## src/rtl/iguana_pkg.sv

```systemverilog
// Shared types, register map and reset values for the Hyperbus configuration register block.
// Holds the Regbus request/response structs, the active PHY configuration and the reset helper.
package iguana_pkg;

  localparam int HypNumChips     = 2;
  localparam int HypMaxChips     = 2;
  localparam int HypRstChipBytes = 8 * 1024;

  // Regbus request/response, laid out as the Cheshire typedef macros produce them.
  typedef struct packed {
    logic [31:0] addr;
    logic        write;
    logic [31:0] wdata;
    logic [3:0]  wstrb;
    logic        valid;
  } reg_req_t;

  typedef struct packed {
    logic [31:0] rdata;
    logic        error;
    logic        ready;
  } reg_rsp_t;

  typedef struct packed {
    logic [3:0]                        lat;
    logic                              addlat;
    logic [15:0]                       csmax;
    logic [3:0]                        rwr;
    logic [HypMaxChips-1:0][31:0]      start_addr;
    logic [HypMaxChips-1:0][31:0]      end_addr;
  } hyper_cfg_t;

  typedef enum logic { RspIdle, RspResp } rsp_state_e;
  typedef enum logic { CommitIdle, CommitPending } commit_state_e;

  localparam logic [5:0] OffLat      = 6'h00;
  localparam logic [5:0] OffAddlat   = 6'h04;
  localparam logic [5:0] OffCsmax    = 6'h08;
  localparam logic [5:0] OffRwr      = 6'h0C;
  localparam logic [5:0] OffRuleBase = 6'h10;
  localparam logic [5:0] OffCommit   = 6'h20;
  localparam logic [5:0] OffStatus   = 6'h24;

  localparam logic [3:0]  RstLat    = 4'd6;
  localparam logic        RstAddlat = 1'b1;
  localparam logic [15:0] RstCsmax  = 16'd665;
  localparam logic [3:0]  RstRwr    = 4'd6;

  function automatic hyper_cfg_t hyp_rst_cfg(input int unsigned chip_bytes);
    hyper_cfg_t c;
    c        = '0;
    c.lat    = RstLat;
    c.addlat = RstAddlat;
    c.csmax  = RstCsmax;
    c.rwr    = RstRwr;
    for (int i = 0; i < HypMaxChips; i++) begin
      c.start_addr[i] = 32'(unsigned'(i) * chip_bytes);
      c.end_addr[i]   = 32'(unsigned'(i + 1) * chip_bytes);
    end
    return c;
  endfunction

  // Byte lanes with a set strobe take the new data, the rest keep the old value.
  function automatic logic [31:0] apply_strb(input logic [31:0] old_val,
                                             input logic [31:0] new_val,
                                             input logic [3:0]  strb);
    logic [31:0] r;
    for (int b = 0; b < 4; b++) begin
      r[8*b +: 8] = strb[b] ? new_val[8*b +: 8] : old_val[8*b +: 8];
    end
    return r;
  endfunction

endpackage

```

## src/rtl/iguana_hyper_cfg_commit.sv

```systemverilog
// Commit FSM: waits for an idle PHY, then copies the staged configuration to the active one.
// The update pulse is registered so it is high in the first cycle cfg_o shows the new value.
module iguana_hyper_cfg_commit import iguana_pkg::*; #(
  parameter hyper_cfg_t RstCfg = hyp_rst_cfg(HypRstChipBytes)
) (
  input  logic       clk_i,
  input  logic       rst_i,
  input  logic       commit_req_i,
  input  logic       phy_idle_i,
  input  hyper_cfg_t shadow_i,
  output hyper_cfg_t cfg_o,
  output logic       cfg_update_o,
  output logic       pending_o
);

  commit_state_e state_q, state_d;
  hyper_cfg_t    cfg_q;
  logic          update_q;
  logic          load;

  // NOTE: every output of a combinational block gets a default before any branch;
  // a path that leaves one unassigned would infer a latch.
  always_comb begin
    state_d = state_q;
    load    = 1'b0;
    case (state_q)
      CommitIdle:    if (commit_req_i) state_d = CommitPending;
      CommitPending: if (phy_idle_i) begin
        load    = 1'b1;
        state_d = CommitIdle;
      end
      default:       state_d = CommitIdle;
    endcase
  end

  // NOTE: sequential state uses non-blocking assignments so every register samples
  // the pre-edge values, independent of statement order.
  always_ff @(posedge clk_i) begin
    if (rst_i) begin
      state_q  <= CommitIdle;
      cfg_q    <= RstCfg;
      update_q <= 1'b0;
    end else begin
      state_q  <= state_d;
      update_q <= load;
      if (load) cfg_q <= shadow_i;
    end
  end

  assign cfg_o        = cfg_q;
  assign cfg_update_o = update_q;
  assign pending_o    = (state_q == CommitPending);

endmodule

```

## src/rtl/iguana_hyper_cfg_regs.sv

```systemverilog
// Regbus register file holding a staged Hyperbus configuration plus a commit/status interface.
// Accesses are decoded and applied in the accepting cycle; the response is held for one RESP cycle.
module iguana_hyper_cfg_regs import iguana_pkg::*; #(
  parameter int unsigned NumChips     = HypNumChips,
  parameter int unsigned RstChipBytes = HypRstChipBytes
) (
  input  logic       clk_i,
  input  logic       rst_i,
  input  reg_req_t   reg_req_i,
  output reg_rsp_t   reg_rsp_o,
  input  logic       phy_idle_i,
  output hyper_cfg_t cfg_o,
  output logic       cfg_update_o
);

  localparam hyper_cfg_t RstCfg = hyp_rst_cfg(RstChipBytes);

  rsp_state_e  rsp_state_q, rsp_state_d;
  logic [31:0] rdata_q;
  logic        error_q;
  hyper_cfg_t  shadow_q, shadow_d;
  logic        commit_req;
  logic        pending;
  logic        accept;
  logic        hit;
  logic [31:0] rd_val;
  logic [31:0] wr_val;
  logic [5:0]  offset;
  logic        unused_addr;

  assign offset      = reg_req_i.addr[5:0];
  assign unused_addr = ^reg_req_i.addr[31:6];
  assign accept      = (rsp_state_q == RspIdle) && reg_req_i.valid;
  assign wr_val      = apply_strb(rd_val, reg_req_i.wdata, reg_req_i.wstrb);

  // Read mux doubles as the address decoder; rd_val is the current staged value for config regs.
  always_comb begin
    hit    = 1'b1;
    rd_val = '0;
    if (offset[1:0] != 2'b00) begin
      hit = 1'b0;
    end else begin
      case (offset)
        OffLat:    rd_val = {28'b0, shadow_q.lat};
        OffAddlat: rd_val = {31'b0, shadow_q.addlat};
        OffCsmax:  rd_val = {16'b0, shadow_q.csmax};
        OffRwr:    rd_val = {28'b0, shadow_q.rwr};
        OffCommit: rd_val = {31'b0, pending};
        OffStatus: rd_val = {30'b0, phy_idle_i, pending};
        default: begin
          hit = 1'b0;
          for (int i = 0; i < int'(NumChips) && i < HypMaxChips; i++) begin
            if (offset == 6'(OffRuleBase + 6'(8 * i))) begin
              hit    = 1'b1;
              rd_val = shadow_q.start_addr[i];
            end
            if (offset == 6'(OffRuleBase + 6'(8 * i + 4))) begin
              hit    = 1'b1;
              rd_val = shadow_q.end_addr[i];
            end
          end
        end
      endcase
    end
  end

  always_comb begin
    shadow_d   = shadow_q;
    commit_req = 1'b0;
    if (accept && hit && reg_req_i.write) begin
      case (offset)
        OffLat:    shadow_d.lat    = wr_val[3:0];
        OffAddlat: shadow_d.addlat = wr_val[0];
        OffCsmax:  shadow_d.csmax  = wr_val[15:0];
        OffRwr:    shadow_d.rwr    = wr_val[3:0];
        OffCommit: commit_req      = reg_req_i.wdata[0] & reg_req_i.wstrb[0];
        OffStatus: ;
        default: begin
          for (int i = 0; i < int'(NumChips) && i < HypMaxChips; i++) begin
            if (offset == 6'(OffRuleBase + 6'(8 * i)))     shadow_d.start_addr[i] = wr_val;
            if (offset == 6'(OffRuleBase + 6'(8 * i + 4))) shadow_d.end_addr[i]   = wr_val;
          end
        end
      endcase
    end
  end

  always_comb begin
    rsp_state_d = rsp_state_q;
    case (rsp_state_q)
      RspIdle: if (reg_req_i.valid) rsp_state_d = RspResp;
      RspResp: rsp_state_d = RspIdle;
      default: rsp_state_d = RspIdle;
    endcase
  end

  always_ff @(posedge clk_i) begin
    if (rst_i) begin
      rsp_state_q <= RspIdle;
      rdata_q     <= '0;
      error_q     <= 1'b0;
      shadow_q    <= RstCfg;
    end else begin
      rsp_state_q <= rsp_state_d;
      shadow_q    <= shadow_d;
      if (accept) begin
        rdata_q <= hit ? rd_val : 32'h0;
        error_q <= ~hit;
      end
    end
  end

  assign reg_rsp_o.rdata = rdata_q;
  assign reg_rsp_o.error = error_q;
  assign reg_rsp_o.ready = (rsp_state_q == RspResp);

  // A shadow write landing on the commit edge is seen by the copy as its pre-edge value.
  iguana_hyper_cfg_commit #(
    .RstCfg (RstCfg)
  ) u_commit (
    .clk_i        (clk_i),
    .rst_i        (rst_i),
    .commit_req_i (commit_req),
    .phy_idle_i   (phy_idle_i),
    .shadow_i     (shadow_q),
    .cfg_o        (cfg_o),
    .cfg_update_o (cfg_update_o),
    .pending_o    (pending)
  );

endmodule
```

## config.mk

```make
export PLATFORM = sky130hd
export DESIGN_NAME = iguana_hyper_cfg_regs
export DESIGN_NICKNAME = d
export VERILOG_FILES = /design/src/rtl/iguana_pkg.sv /design/src/rtl/iguana_hyper_cfg_commit.sv /design/src/rtl/iguana_hyper_cfg_regs.sv
export SDC_FILE = /design/constraint.sdc
export NUM_CORES = 1
export LEC_CHECK = 0
export BUFFER_PORTS_ARGS = -buffer_cell sky130_fd_sc_hd__buf_4
export CORE_UTILIZATION = 55
export DETAILED_ROUTE_END_ITERATION = 7
export GPL_ROUTABILITY_DRIVEN = 0
export PLACE_DENSITY_LB_ADDON = 0.25
export SETUP_SLACK_MARGIN = 0.02
export SYNTH_ARGS = -nofsm -noshare
export SYNTH_HDL_FRONTEND = slang
export SYNTH_SLANG_ARGS = --single-unit
```

## constraint.sdc

```tcl
create_clock -name clk_i -period 4.51 [get_ports clk_i]
set_input_delay 0.902 -clock clk_i [delete_from_list [all_inputs] [get_ports clk_i]]
set_output_delay 0.902 -clock clk_i [all_outputs]
set_load 0.02 [all_outputs]
```

==> results of run 1 <==
worst max-delay path, delay by kind of cell:
family          cells  cell delay (ns)
simple gates        3             1.47
compound gates      2             0.66
buf+inv             1             0.32
power by group:
part	internal [mW]	switching, mW
registers	3.03	0.00429
logic	0.0809	0.175
clock network	1.82	1.17
per-layer routing:
layer / global-route usage [%] / part of all wire, %
met5: 0 / 0
met4: 10.57 / 2.7
met3: 5.524 / 8.6
met2: 44.07 / 45
met1: 40.87 / 44
registers in the layout, summed over array words and instances, names as in the netlist:
signal                 flops
error_q                    1
rdata_q                   32
rsp_state_q                1
shadow_q                 153
u_commit.cfg_o           153
u_commit.cfg_update_o      1
u_commit.pending_o         1
stage by stage:
step	hold WS [ns]	utilization (%)	power (mW)	std cells	area [sq um]
2_1_floorplan	0.4367	-	3.257	1260	12670
3_3_place_gp	0.4374	64.06	3.345	1685	14500
3_5_place_dp	0.4452	64.06	3.348	1685	14500
4_1_cts	0.4584	69.37	6.306	1745	15710
5_1_grt	0.4751	69.37	6.464	1745	15710
6_report	0.4525	69.37	6.283	1745	15710
final timing paths:
kind | start | end | slack, ns | cells past startpoint
worst min-delay path | rdata_q[24] | rdata_q[24] | 0.45 | 2
worst max-delay path | reg_req_i[41] | rdata_q[27] | 1.53 | 6
worst min register to register | rdata_q[24] | rdata_q[24] | 0.45 | 2
worst max register to register | rsp_state_q | shadow_q[19] | 1.92 | 6
cell usage after synthesis (4+ instances only):
cell type	n
nand2_1	59
mux2i_1	13
buf_1	9
and2_1	5
clkbuf_1	69
nand2b_1	4
a211oi_1	9
nand3_1	15
o22a_1	13
dfxtp_1	342
o2bb2ai_1	6
a21oi_1	149
o31a_1	6
buf_4	7
o21ai_0	157
nor3_1	7
mux4_2	26
nor2_1	113
a22o_1	159
o31ai_2	6
a32oi_1	6
nor2b_1	4
buf_2	28
kinds of logic after synthesis:
| kind of cell | after synthesis |
|---|---|
| AO/OA/AOI/OAI | 528 |
| flip-flops | 342 |
| AND/OR/NAND/NOR | 231 |
| buffers and inverters | 117 |
| multiplexers | 42 |
area by class of cell:
class	instances	area, sq um	area share (%)
Clock buffer	47	1023	6.516
Inverter	2	11.26	0.07170
Clock inverter	13	178.9	1.139
Sequential cell	342	6847	43.59
Tap cell	285	356.6	2.270
Multi-Input combinational cell	801	5350	34.06
Timing Repair Buffer	255	1939	12.35
==> results_dict.tcl, run 1 <==
set metrics [dict create \
    static-leakage-power_nw 6.422 \
    timing.clock.skew_ns 0.01394 \
    cts_buffers 35 \
    ys_dominant_reg_cell "dfxtp_1" \
    floorplan.die.width_um 153.8 \
    synth-simple-area-share_pct 8.392 \
    vias 10736 \
    first_pass_grt_wire_length_um 54700 \
    critical_path_class "primary input to register" \
    clk_pin_slew_worst_paths_ns 0.06 \
    max-clock-path-buffers 3 \
    grtUsageTotal_pct 28.91 \
    grt.overflow.total 0 \
    yosysTopAreaCell "dfxtp_1" \
    die_span_in_y_um 153.8 \
    num_antenna_cells 0 \
    max_clock_freq_ghz 0.3360 \
    drt_pass1_iterations 7 \
    cts.htree.levels 2 \
    worst_slew_margin_rel_pct 15.55 \
    synth_mux_area_share_pct 5.914 \
    synth_enable_flop_cells 0 \
    holdCritPathClass "register to register" \
    tritoncts_num_sinks 342 \
    port_buffers 234 \
    postSynthNetCount 1333 \
    final.setup.tns_ns 0 \
    first_global_vias 10040 \
    cts_tree "done" \
    drcViolationCount 0 \
    finalCriticalPeriod_ns 2.976 \
    critical_path_peak_fanout 48 \
    largest_family_of_logic_cells_by_synthesized_area "compound AO/OA/AOI/OAI gates" \
    cp_cell_sequence "buf_4 > o21ai_0 > nand2_1 > nor3_2 > nand3_1 > o21ai_0" \
    finalWorstSetupSlack_ns 1.534 \
    crit_path_top_delay_cell "nand3_1" \
    synth_async_sr_flop_share_pct 0 \
    design.portCount 261 \
    status "completed" \
    initial_utilization_pct 55.98 \
    routed_wire_length_per_instance_um 19.83 \
    routed_wl_um 34600 \
    synth_top_cells_by_area "dfxtp_1 54%, a22o_1 11%, o21ai_0 6.2%, a21oi_1 5.9%, mux4_2 4.6%" \
    hold_bufs_inserted_after_cts 0 \
    slowest_delay_ns 0.71 \
    core_sq_mm 0.02264 \
    power-per-cell-area_mw_per_mm2 400.0 \
    synth_top_cell_area_share_pct 54.02 \
    maxCapViolCount 0 \
    vdd.ir_drop.worst_mv 0.2295 \
    nFillCells 1720 \
    largest_net_degree_at_the_start_of_global_routing 145 \
    crit_required_ns 4.91 \
    commonest_non_fill_non_tap_cells_in_the_layout "342 x dfxtp_1, 253 x buf_4, 159 x a22o_1" \
    mostFrequentLayoutCell "dfxtp_1" \
    final_max_slew_viol_count 0 \
    clk_latency_ns 0.51 \
    synthesis.instances 1260 \
    area.growth.synth_to_final_pct 23.93 \
    avgSynthCellArea_sq_um 10.06 \
    final_hold_viol_count 0 \
    finalSetupViolations 0 \
    synth_fa_ha_area_share_pct 0 \
    cts_repair_resize_count 0 \
    detailedPlacementHpwl_um 22220 \
    fraction_of_the_cycle_the_final_worst_path_needs_pct 65.98 \
    area_of_the_mapped_netlist_sq_mm 0.01267 \
    timing_worst_slew_pin_value_ns 1.267 \
    post_cts_setup_buffers 0 \
    drt_first_iter_violations 808 \
    setup_repair_after_global_routing_missed_its_margin "false" \
    grt_antenna_before_repair 0 \
    yosysWarnings 0 \
    layout_net_count 1510 \
    floorplan.rows 55 \
    critPathMostFrequentCell "o21ai_0" \
    synth_register_bits 342 \
    route.detailed.vias_per_inst 6.152 \
    startpoint_type "primary input" \
    synth_compound_area_share_pct 27.65 \
    proportion_of_layout_cells_with_a_drive_suffix_above_1_pct 25.07 \
    share_of_the_synthesized_netlist_area_taken_by_xor_and_xnor_gates_pct 0 \
    critPathArrivalTime_ns 3.38 \
    dp_worst_setup_slack_ns 1.066 \
    ys_seq_area_share_pct 54.02 \
    yosys.cell_types.count 54 \
    full_die_area_sq_mm 0.02365 \
    antenna_violating_nets_post_route 0 \
    cts_root_buffer "clkbuf_16" \
    end_kind "register" \
]
Note: power is estimated with default switching activity, not from simulation.
==> run 2, diff against run 1 <==
--- a/config.mk
+++ b/config.mk
@@ -5,6 +5,7 @@
 export SDC_FILE = /design/constraint.sdc
 export NUM_CORES = 1
 export LEC_CHECK = 0
+export ABC_AREA = 1
 export BUFFER_PORTS_ARGS = -buffer_cell sky130_fd_sc_hd__buf_4
 export CORE_UTILIZATION = 55
 export DETAILED_ROUTE_END_ITERATION = 7
==> constraint.sdc (replaced) <==
create_clock -name clk_i -period 3.04 [get_ports clk_i]
set_input_delay 0.608 -clock clk_i [delete_from_list [all_inputs] [get_ports clk_i]]
set_output_delay 0.608 -clock clk_i [all_outputs]
set_load 0.02 [all_outputs]
==> run 2 against run 1 <==
Effect of this change: via count rose by 29%; critical path type is now register to register; cell area rose by 10%; final cell count rose by 45%; worst setup slack got worse by 0.89 ns.
==> results_dict.tcl, run 2 <==
set metrics [dict create \
    area_of_the_mapped_netlist_sq_mm 0.01403 \
    finalWorstSetupSlack_ns 0.6475 \
    synth_mux_area_share_pct 0 \
    hold_bufs_inserted_after_cts 0 \
    end_kind "register" \
    power-per-cell-area_mw_per_mm2 530.2 \
    reg2reg_setup_slack_ns 0.65 \
    vdd.ir_drop.worst_mv 0.3977 \
    first_global_vias 12983 \
    grtUsageTotal_pct 33.10 \
    critical_path_peak_fanout 61 \
    first_pass_grt_wire_length_um 68040 \
    timing.reg2reg.worst_path_depth 5 \
    startpoint_type "register" \
    layout.core_utilization_pct 68.83 \
    core_sq_mm 0.02511 \
    cp_cell_sequence "nand2_1 > nor2_1 > clkinv_2 > buf_4 > o22a_1" \
    setup_repair_after_global_routing_missed_its_margin "false" \
    path_buf_inv 2 \
    yosys.cell_types.count 27 \
    cts_repair_resize_count 0 \
    synthMostInstantiatedCell "nand2_1" \
    seq_power_share_pct 49.1 \
    p_int_mw 7.119 \
    synth-simple-area-share_pct 24.09 \
    max-clock-path-buffers 3 \
    detailedPlacementHpwl_um 28270 \
    drcViolationCount 0 \
    cp-startpoint "u_commit.pending_o" \
    max_clock_freq_ghz 0.4180 \
    vias 13836 \
    synth_top_cells_by_count "473 x nand2_1, 342 x dfxtp_1, 308 x inv_1" \
    synth_enable_flop_cells 0 \
    worst_slew_margin_rel_pct 24.71 \
    maxCapViolCount 0 \
    slowest_delay_ns 0.82 \
    cts_root_buffer "clkbuf_16" \
    drt_pass1_iterations 7 \
    critical_path_class "register to register" \
    synthesis.instances 1971 \
    crit_path_top_delay_cell "nor2_1" \
    status "completed" \
    synth_async_sr_flop_share_pct 0 \
    clockPowerShare_pct 46.9 \
    cts_tree "done" \
    port_buffers 234 \
    antenna_violating_nets_post_route 0 \
    commonest_non_fill_non_tap_cells_in_the_layout "473 x nand2_1, 342 x dfxtp_1, 307 x inv_1" \
    synth_compound_area_share_pct 15.29 \
    yosysWarnings 0 \
    fraction_of_the_cycle_the_final_worst_path_needs_pct 78.70 \
    routed_wl_um 43670 \
    p_sw_mw 2.044 \
    ys_dominant_reg_cell "dfxtp_1" \
    drt_first_iter_violations 1262 \
    yosysTopAreaCell "dfxtp_1" \
    grt.overflow.total 0 \
    ys_seq_area_share_pct 48.81 \
    setup.worst_path.end "u_commit.cfg_o[46]" \
    largest_net_degree_at_the_start_of_global_routing 141 \
    timing_worst_slew_pin_value_ns 1.129 \
    timing.clock.skew_ns 0.01134 \
    route.detailed.vias_per_inst 5.482 \
    cts.htree.levels 2 \
    postSynthNetCount 2044 \
    finalSetupViolations 0 \
    clk_latency_ns 0.51 \
    synth_top_cells_by_area "dfxtp_1 49%, nand2_1 13%, inv_1 8.2%, nand3_1 8.1%, a21oi_1 7.6%" \
    synth_top_cell_area_share_pct 48.81 \
    tritoncts_num_sinks 342 \
    static-leakage-power_nw 7.728 \
    synth_register_bits 342 \
    holdCritPathClass "primary input to register" \
    avgSynthCellArea_sq_um 7.116 \
    p_comb_share_pct 4.0 \
    share_of_the_synthesized_netlist_area_taken_by_xor_and_xnor_gates_pct 0 \
    clk_pin_slew_worst_paths_ns 0.06 \
    routed_wire_length_per_instance_um 17.30 \
    grt_antenna_before_repair 0 \
    post_cts_setup_buffers 0 \
    design.portCount 261 \
    crit_required_ns 3.43 \
    final_max_slew_viol_count 0 \
    dp_worst_setup_slack_ns 0.3590 \
    num_antenna_cells 0 \
    full_die_area_sq_mm 0.02614 \
    power_switching_share_pct 22.31 \
    floorplan.die.width_um 161.7 \
    area.growth.synth_to_final_pct 23.21 \
    mostFrequentLayoutCell "nand2_1" \
    die_span_in_y_um 161.7 \
    synth_fa_ha_area_share_pct 0 \
    worstSetupPathDepth 5 \
    initial_utilization_pct 55.86 \
    floorplan.rows 58 \
    layout_net_count 2242 \
    final.setup.tns_ns 0 \
    critPathArrivalTime_ns 2.79 \
    proportion_of_layout_cells_with_a_drive_suffix_above_1_pct 16.45 \
    largest_family_of_logic_cells_by_synthesized_area "simple AND/OR/NAND/NOR gates" \
    r2r_start "u_commit.pending_o" \
    finalCriticalPeriod_ns 2.392 \
    timing.rr.end "u_commit.cfg_o[46]" \
    final_hold_viol_count 0 \
    cts_buffers 36 \
    cpLargestDelayFamily "simple AND/OR/NAND/NOR gates" \
]
[run 2: metal layers]
metal	vias up	routed length, um	GRT usage, %
li1	6647	-	-
met1	6334	17100	42.02
met2	723	20440	54.74
met3	132	4428	5.695
met4	0	1693	15.87
met5	-	0	0
[run 2: metrics by stage]
| step | total power, mW | hold WS [ns] | area [sq um] | cells |
|---|---|---|---|---|
| final | 9.162 | 0.3806 | 17280 | 2524 |
| after global placement | 4.952 | 0.4398 | 16140 | 2461 |
| after CTS | 9.172 | 0.3644 | 17280 | 2524 |
| after detailed placement | 4.953 | 0.4461 | 16140 | 2461 |
| after global routing | 9.415 | 0.3937 | 17280 | 2524 |
| after floorplan | 4.802 | 0.4396 | 14030 | 1971 |
[run 2: worst reg2reg max path: stages, from the launching register on]
cell and delay [ns]:
dfxtp_1 0.35, nand2_1 0.08, nor2_1 0.82, clkinv_2 0.33, buf_4 0.41, o22a_1 0.29
[run 2: how the worst min path moves through the flow]
stage                         from                   to  slack, ns  cells past startpoint
6_report                     rst_i           rdata_q[0]       0.38                      2
5_1_grt                      rst_i           rdata_q[1]       0.39                      2
4_1_cts                      rst_i           rdata_q[0]       0.36                      2
3_5_place_dp   u_commit.cfg_o[104]  u_commit.cfg_o[104]       0.45                      2
3_3_place_gp   u_commit.cfg_o[104]  u_commit.cfg_o[104]       0.44                      2
2_1_floorplan        shadow_q[139]  u_commit.cfg_o[139]       0.44                      2
[run 2: cell type report]
type                    count  area [sq um]
well taps                 330         412.9
repair buffers            270          2118
flip-flops and latches    342          6847
clock buffers              52          1032
fillers                  2174          7828
clock inverters            11         111.4
multi-input cells        1202          5569
inverters                 317          1191
[run 2: power by group through the flow]
stage / registers [mW] / clock network (mW) / logic, mW
after floorplan: 4.60 / 0 / 0.203
after global placement: 4.59 / 0 / 0.357
after detailed placement: 4.59 / 0 / 0.358
after CTS: 4.50 / 4.32 / 0.360
after global routing: 4.49 / 4.53 / 0.392
final: 4.50 / 4.30 / 0.370
[run 2: logic make-up after synthesis]
logic type | after synthesis
AND/OR/NAND/NOR | 801
AO/OA/AOI/OAI | 401
buffers and inverters | 427
flip-flops | 342
==> run 3, diff against run 2 <==
--- a/config.mk
+++ b/config.mk
@@ -7,7 +7,7 @@
 export LEC_CHECK = 0
 export ABC_AREA = 1
 export BUFFER_PORTS_ARGS = -buffer_cell sky130_fd_sc_hd__buf_4
-export CORE_UTILIZATION = 55
+export CORE_UTILIZATION = 50
 export DETAILED_ROUTE_END_ITERATION = 7
 export GPL_ROUTABILITY_DRIVEN = 0
 export PLACE_DENSITY_LB_ADDON = 0.25
==> constraint.sdc (replaced) <==
create_clock -name clk_i -period 2.1 [get_ports clk_i]
set_input_delay 0.42 -clock clk_i [delete_from_list [all_inputs] [get_ports clk_i]]
set_output_delay 0.42 -clock clk_i [all_outputs]
set_load 0.02 [all_outputs]
==> run 3 against run 2 <==
Effect of this change: sequential share of layout area shrank 0.95 points; power increased by 47%; die area rose by 9.9%; worst setup slack worse by 0.30 ns; clock-buffer cell count shrank 3; core utilization fell by 3.8 points; global-route usage fell by 2.5 points; clock power grew 49%; critical path depth is 5 higher; first-iteration DRC count grew 4.0%; critical path type unchanged.
==> results_dict.tcl, run 3 (synthesized netlist as in run 2, its figures left out) <==
set metrics [dict create \
    status "completed" \
    timing.clock.skew_ns 0.01099 \
    routed_wl_um 44560 \
    route.detailed.vias_per_inst 5.367 \
    vias 13917 \
    routed_wire_length_per_instance_um 17.18 \
    cts_root_buffer "clkbuf_16" \
    timing_worst_slew_pin_value_ns 0.6933 \
    maxCapViolCount 0 \
    grt.overflow.total 0 \
    static-leakage-power_nw 7.914 \
    first_pass_grt_wire_length_um 68620 \
    cts_buffers 36 \
    area.growth.synth_to_final_pct 26.24 \
    cts.htree.levels 2 \
    clk_latency_ns 0.51 \
    tritoncts_num_sinks 342 \
    largest_net_degree_at_the_start_of_global_routing 130 \
    mostFrequentLayoutCell "nand2_1" \
    crit_required_ns 2.50 \
    power-per-cell-area_mw_per_mm2 760.0 \
    critical_path_peak_fanout 15 \
    clk_pin_slew_worst_paths_ns 0.06 \
    drt_pass1_iterations 5 \
    nFillCells 2442 \
    antenna_violating_nets_post_route 0 \
    max-clock-path-buffers 3 \
    critical_path_class "register to register" \
    sequential_cell_area_sq_mm 0.006847 \
    reg2reg_setup_slack_ns 0.34 \
    critPathArrivalTime_ns 2.16 \
    cts_repair_resize_count 0 \
    dpl_cells 2531 \
    grt_antenna_before_repair 0 \
    commonest_non_fill_non_tap_cells_in_the_layout "473 x nand2_1, 342 x dfxtp_1, 307 x inv_1" \
    fraction_of_the_cycle_the_final_worst_path_needs_pct 83.63 \
    drt_first_iter_violations 1312 \
    floorplan.die.width_um 169.5 \
    drcViolationCount 0 \
    startpoint_type "register" \
    setup_repair_after_global_routing_missed_its_margin "false" \
    final_max_slew_viol_count 0 \
    final_hold_viol_count 0 \
    design.portCount 261 \
    post_route_non_filler_standard_cell_count 2593 \
    max_clock_freq_ghz 0.5694 \
    finalSetupViolations 0 \
    finalCriticalPeriod_ns 1.756 \
    worst_slew_margin_rel_pct 53.78 \
    die_span_in_y_um 169.5 \
    cts_tree "done" \
    hold_bufs_inserted_after_cts 0 \
    vdd.ir_drop.worst_mv 0.5542 \
    final.setup.tns_ns 0 \
    first_global_vias 12982 \
    proportion_of_layout_cells_with_a_drive_suffix_above_1_pct 17.65 \
    end_kind "register" \
    initial_utilization_pct 51.47 \
    multi_input_combinational_cell_area_sq_mm 0.005569 \
    num_antenna_cells 0 \
    holdCritPathClass "primary input to register" \
    grtUsageTotal_pct 30.56 \
    floorplan.rows 60 \
    full_die_area_sq_mm 0.02873 \
    post_cts_setup_buffers 0 \
    port_buffers 234 \
    detailedPlacementHpwl_um 29900 \
    core_sq_mm 0.02725 \
    layout_net_count 2270 \
]
run 3: worst max-delay path: stages, from the launching register on:
cell     delay (ns)
dfxtp_1        0.33
nor2_4         0.19
nand4_2        0.15
inv_2          0.08
buf_4          0.13
nand3_2        0.08
inv_1          0.13
buf_4          0.29
nand3_1        0.13
nand2_1        0.09
inv_1          0.05
run 3: worst paths after layout:
check	from	end	cells past startpoint
max	rsp_state_q	shadow_q[80]	10
max reg2reg	rsp_state_q	shadow_q[80]	10
min reg2reg	u_commit.cfg_o[10]	u_commit.cfg_o[10]	2
min	reg_req_i[6]	shadow_q[129]	4
run 3: through the flow:
step	cell area [sq um]	setup WS [ns]	hold WS, ns	power [mW]	utilization, %
after floorplan	14030	0.3699	0.4396	6.952	-
after global placement	16530	0.03246	0.4399	7.202	60.64
after detailed placement	16530	-0.02130	0.4468	7.205	60.64
after CTS	17710	0.3699	0.2397	13.50	64.98
after global routing	17710	0.2713	0.2621	13.82	64.98
final	17710	0.3439	0.2588	13.46	64.98
run 3: power by group:
part | switching (mW) | internal, mW
sequential | 0.00841 | 6.50
clock | 2.58 | 3.81
combinational | 0.397 | 0.167
total | 2.99 | 10.5
run 3: cell type report:
type                    count  share of cell area (%)
repair buffers            298                   13.86
well taps                 372                   2.629
clock inverters            13                  0.8479
multi-input cells        1202                   31.45
clock buffers              49                   5.822
inverters                 317                   6.727
flip-flops and latches    342                   38.67
run 3: layer usage:
layer | track usage (%) | share of wire [%] | wire length [um] | vias to the layer above
met5 | 0 | 0 | 0 | -
li1 | - | - | - | 6706
met3 | 4.594 | 8.1 | 3613 | 126
met1 | 38.80 | 40 | 18040 | 6444
met4 | 15.55 | 4.6 | 2042 | 0
met2 | 50.51 | 47 | 20870 | 641
